--- src/rtl/xadc_drp_sequencer.sv ---
// XADC DRP read sequencer: each eoc triggers a read sweep of NUM_CH status registers into a bank.
// Build option XADC_AVG_EN: publish the truncating mean of every 4 captures per channel.
module xadc_drp_sequencer #(
  parameter int unsigned NUM_CH   = 4,
  parameter logic [27:0] CH_ADDRS = {7'h1F, 7'h1E, 7'h17, 7'h16},
  parameter int unsigned TIMEOUT  = 255
) (
  input  logic        CLK100MHZ,
  input  logic        reset,
  input  logic        eoc_in,
  output logic        den_out,
  output logic        dwe_out,
  output logic [6:0]  daddr_out,
  input  logic [15:0] do_in,
  input  logic        drdy_in,
  output logic        smp_valid,
  output logic [11:0] smp_data,
  output logic [1:0]  smp_ch,
  input  logic [1:0]  rd_sel,
  output logic [11:0] rd_data,
  output logic        sweep_done,
  output logic        overrun,
  output logic        timeout_err,
  input  logic        err_clr
);
  typedef enum logic [1:0] {IDLE, REQ, WAIT, NEXT} state_t;

  localparam logic [1:0] LAST_IDX = 2'(NUM_CH - 1);
  localparam logic [7:0] TMO_LAST = 8'(TIMEOUT - 1);

  state_t      state, state_n;
  logic [1:0]  idx;
  logic        pending;
  logic [7:0]  tmo_cnt;
  logic [11:0] bank [4];
  logic [4:0]  addr_lsb;
  logic [6:0]  ch_addr;
  logic        cap_p0, abort_p0, upd_p0;
  logic [11:0] smp_p0, upd_data_p0;
  logic        unused_do;

  assign dwe_out   = 1'b0;
  assign unused_do = ^do_in[3:0];
  assign smp_p0    = do_in[15:4];
  assign addr_lsb  = 5'(idx) * 5'd7;
  assign ch_addr   = CH_ADDRS[addr_lsb +: 7];

  always_ff @(posedge CLK100MHZ or posedge reset) begin
    if (reset) state <= IDLE;
    else       state <= state_n;
  end

  always_comb begin
    state_n    = state;
    den_out    = 1'b0;
    daddr_out  = '0;
    sweep_done = 1'b0;
    cap_p0     = 1'b0;
    abort_p0   = 1'b0;
    case (state)
      IDLE: if (eoc_in || pending) state_n = REQ;
      REQ: begin
        den_out   = 1'b1;
        daddr_out = ch_addr;
        state_n   = WAIT;
      end
      WAIT: begin
        daddr_out = ch_addr;
        // drdy wins over the timeout on the last allowed cycle
        if (drdy_in) begin
          cap_p0  = 1'b1;
          state_n = NEXT;
        end else if (tmo_cnt == TMO_LAST) begin
          abort_p0 = 1'b1;
          state_n  = NEXT;
        end
      end
      NEXT: begin
        if (idx == LAST_IDX) begin
          sweep_done = 1'b1;
          state_n    = IDLE;
        end else begin
          state_n = REQ;
        end
      end
      default: state_n = IDLE;
    endcase
  end

`ifdef XADC_AVG_EN
  logic [13:0] acc [4];
  logic [1:0]  acc_cnt [4];
  logic [13:0] acc_sum;

  function automatic logic [11:0] mean4(input logic [13:0] sum);
    return sum[13:2];
  endfunction

  assign acc_sum     = acc[idx] + {2'b00, smp_p0};
  assign upd_p0      = cap_p0 && (acc_cnt[idx] == 2'd3);
  assign upd_data_p0 = mean4(acc_sum);

  always_ff @(posedge CLK100MHZ or posedge reset) begin
    if (reset) begin
      for (int i = 0; i < 4; i++) begin
        acc[i]     <= '0;
        acc_cnt[i] <= '0;
      end
    end else if (cap_p0) begin
      if (upd_p0) begin
        acc[idx]     <= '0;
        acc_cnt[idx] <= '0;
      end else begin
        acc[idx]     <= acc_sum;
        acc_cnt[idx] <= acc_cnt[idx] + 2'd1;
      end
    end
  end
`else
  assign upd_p0      = cap_p0;
  assign upd_data_p0 = smp_p0;
`endif

  // ---- p0 -> p1: registered sample stream, bank, flags ----
  always_ff @(posedge CLK100MHZ or posedge reset) begin
    if (reset) begin
      idx         <= '0;
      pending     <= 1'b0;
      tmo_cnt     <= '0;
      overrun     <= 1'b0;
      timeout_err <= 1'b0;
      smp_valid   <= 1'b0;
      smp_data    <= '0;
      smp_ch      <= '0;
      rd_data     <= '0;
      for (int i = 0; i < 4; i++) bank[i] <= '0;
    end else begin
      if (state == IDLE)                         idx <= '0;
      else if (state == NEXT && idx != LAST_IDX) idx <= idx + 2'd1;

      tmo_cnt <= (state == WAIT) ? tmo_cnt + 8'd1 : '0;

      // a trigger arriving while one is already queued is the lost one
      if (state == IDLE) pending <= 1'b0;
      else if (eoc_in)   pending <= 1'b1;

      if (eoc_in && pending) overrun <= 1'b1;
      else if (err_clr)      overrun <= 1'b0;

      if (abort_p0)     timeout_err <= 1'b1;
      else if (err_clr) timeout_err <= 1'b0;

      smp_valid <= upd_p0;
      if (upd_p0) begin
        smp_data  <= upd_data_p0;
        smp_ch    <= idx;
        bank[idx] <= upd_data_p0;
      end

      rd_data <= (32'(rd_sel) < NUM_CH) ? bank[rd_sel] : '0;
    end
  end
endmodule

--- config.mk ---
export PLATFORM = sky130hd
export DESIGN_NAME = xadc_drp_sequencer
export DESIGN_NICKNAME = d
export VERILOG_FILES = /design/src/rtl/xadc_drp_sequencer.sv
export SDC_FILE = /design/constraint.sdc
export NUM_CORES = 1
export LEC_CHECK = 0
export ABC_AREA = 0
export BUFFER_PORTS_ARGS = -buffer_cell sky130_fd_sc_hd__buf_2
export CORE_ASPECT_RATIO = 1.25
export CORE_MARGIN = 5
export CORE_UTILIZATION = 35
export CTS_BUF_LIST = sky130_fd_sc_hd__clkbuf_8
export CTS_CLUSTER_SIZE = 8
export DETAILED_ROUTE_END_ITERATION = 6
export PLACE_DENSITY = 0.64
export SKIP_CTS_REPAIR_TIMING = 1
export SLEW_MARGIN = 5
export SYNTH_ARGS = -nofsm -noshare
export SYNTH_HDL_FRONTEND = slang
export SYNTH_SLANG_ARGS = --single-unit
--- constraint.sdc ---
create_clock -name CLK100MHZ -period 2.73 [get_ports CLK100MHZ]
set_input_delay 0.546 -clock CLK100MHZ [delete_from_list [all_inputs] [get_ports CLK100MHZ]]
set_output_delay 0.546 -clock CLK100MHZ [all_outputs]
set_load 0.02 [all_outputs]
==> flow_summary.json <==
{
  "outcome": "finished, final reports clean",
  "ys_types": 34,
  "place.gp.congestion": 0.748,
  "grt_pass1_wl_um": 12700,
  "clockPowerShare_pct": 21.1,
  "crit_chain": "inv_1 -> ha_1 -> and2_1 -> buf_2",
  "start_util_pct": 36.0,
  "path_class": "flop to output pin",
  "crit_required_ns": 2.18,
  "drtAntennaViolNets": 0,
  "drt_first_iter_violations": 101,
  "synth.avg_cell_area_um2": 14.2,
  "p_switching_mw": 1.62,
  "p_leak_nw": 2.38,
  "nets": 371,
  "synth.area.top_cells": "dfrtp_1 56%, mux2_4 15%, mux4_2 6.7%",
  "crit_family": "flip-flops",
  "whs_ns": 0.304,
  "synth_commonest_cells": "90 x dfrtp_1, 42 x nand2_1, 40 x mux2_4",
  "critical_path_arrival_ns": 1.61,
  "finClkSkew_ns": 0.0115,
  "fin_util_pct": 41.3,
  "hold_viol": 0,
  "drc": 0,
  "cts-htree-levels": 3,
  "cts_tree": "built",
  "synth_top_area_share_pct": 56.2,
  "synth_cells": 283,
  "finalSetupViolCount": 0,
  "worstReg2RegEnd": "bank[47]",
  "synth_area_um2": 4010,
  "drive_gt1_share_pct": 41.1,
  "internal-power_mw": 3.20,
  "combPwrFrac_pct": 35.4,
  "num_rows": 43,
  "min_path_type": "primary input to asynchronous set/reset pin",
  "synth_edf_count": 0,
  "cts_root_buffer": "clkbuf_8",
  "reg2reg_depth": 6,
  "pre_cts_slack_ns": 0.832,
  "ys_ff_latch": 90,
  "wl_um": 7580,
  "r2r_slack_ns": 0.85,
  "slowest_delay_ns": 0.48,
  "die_h_um": 130,
  "worstSetupStartpointType": "flop",
  "setup-tns-final_ns": 0,
  "io_buffers": 54,
  "wl_per_cell_um": 15.9,
  "synth_top_area_cell": "dfrtp_1",
  "finalCriticalPeriod_ns": 2.15,
  "placed_area_um2": 4380,
  "clock-sinks": 90,
  "endpoint_kind": "output pin",
  "core_um2": 11100,
  "grt_pass1_vias": 2371,
  "gr-total-overflow": 0,
  "area_growth_syn_to_layout_pct": 14.7,
  "clkLatencyLatePin_ns": 0.36,
  "fin_ws_ns": 0.577,
  "critPathCapture": "daddr_out[0]",
  "antenna_cells": 0,
  "grt_usage_pct": 11.8,
  "cts.path.max_buffers": 2,
  "ir_worst_vdd_mv": 0.702,
  "cap_viol_max_count": 0,
  "slew_violations": 0,
  "synth_ff_type": "dfrtp_1",
  "via_per_inst": 4.73,
  "vias": 2261,
  "design_area_um2": 4600,
  "yosysWarnings": 0,
  "place_hpwl_um": 4990,
  "seqPwrFrac_pct": 43.5,
  "startpoint": "state[0]",
  "clock.fmax_mhz": 464,
  "yosysSeqAreaShare_pct": 56.2,
  "synth.most_common_cell": "dfrtp_1",
  "dr.pass1.iters": 4,
  "cp_num_cells": 4,
  "rsz0062_at_grt": "no",
  "die_width_um": 106,
  "clk_pin_slew_ns": 0.10,
  "p_per_area_nw_per_um2": 1050,
  "grt_max_degree": 91,
  "async_flop_share_pct": 100,
  "rr_startpoint": "state[0]",
  "crit_fanout": 7,
  "period_share_pct": 78.9,
  "swShare_pct": 33.7,
  "cp_num_buf_inv": 2,
  "ios": 62,
  "antenna_found_initial": 0,
  "crit_slowest_cell": "dfrtp_1",
  "cts_buffers": 9,
  "dieArea_um2": 13700
}
## how the worst min path moves through the flow
stage / from / end / slack, ns / depth (start not counted)
6_report: reset / rd_data[0] / 0.30 / 3
5_1_grt: reset / bank[45] / 0.35 / 3
3_5_place_dp: smp_data[6] / smp_data[6] / 0.46 / 2
2_1_floorplan: tmo_cnt[0] / tmo_cnt[0] / 0.44 / 1
4_1_cts: reset / smp_data[9] / 0.32 / 3
3_3_place_gp: smp_data[7] / smp_data[7] / 0.45 / 2
## metrics by stage
step                instances  total power [mW]
finish                    478              4.82
global route              478              5.14
CTS                       478              4.89
detailed placement        462              3.86
global placement          462              3.81
floorplan                 285              3.44
## layout make-up
class	count	area, um2
flip-flops and latches	90	2250
well taps	135	169
inverters	10	46.3
repair buffers	56	298
clock buffers	9	124
multi-input cells	171	1610
clock inverters	7	98.8
fillers	1014	6540
## power by group through the flow
| stage | logic, mW | clock network, mW | registers (mW) |
|---|---|---|---|
| final | 1.71 | 1.02 | 2.10 |
| after detailed placement | 1.74 | 0 | 2.12 |
| after global routing | 1.87 | 1.11 | 2.17 |
| after global placement | 1.70 | 0 | 2.10 |
| after CTS | 1.75 | 1.04 | 2.10 |
| after floorplan | 1.15 | 0 | 2.29 |
## placed cells by master (no fill, tap or decap), types with 2 or more instances in the layout
cell type    n
a211oi_1     3
a21oi_1      4
and2_1       3
buf_2       54
bufinv_16    2
clkbuf_8     9
clkinvlp_4   2
conb_1       3
dfrtp_1     90
ha_1        10
inv_1        8
inv_6        3
mux2_2       8
mux2_4      40
mux4_2      12
nand2_1     42
nand2_4      4
nand3_1      5
nor2_1      10
nor2b_1      3
o211ai_1     2
o21ai_0      7
or3_1        3
xnor2_1      2
xor2_1       2
## routing by layer
metal  vias up  wire length [um]  GRT usage [%]  part of all wire (%)
li1       1070                 -              -                     -
met1      1125              3570           16.1                    47
met2        55              3520           18.2                    46
met3        11               370           3.04                   4.9
met4         0               124           4.80                   1.6
met5         -                 0              0                     0
## tightest hold or removal path, stage by stage
cell and delay (ns):
buf_2 0.11, clkinvlp_4 0.07, buf_12 0.38
## registers in the layout, indices dropped and copies added, names as in the netlist, 2 cells and up
register and count:
smp_ch 2, smp_data 12, tmo_cnt 8, idx 2, state 2, bank 48, rd_data 12
## cells by family after synthesis
group / Yosys count / synth area share, %
flops: 90 / 56.2
simple gates: 76 / 9.15
mux: 61 / 24.2
buf+inv: 24 / 3.81
compound gates: 17 / 2.53
fa+ha+maj: 10 / 3.12
xor+xnor: 4 / 0.874
other cells: 1 / 0.0936
No activity file was read; power rests on OpenSTA's default activity.
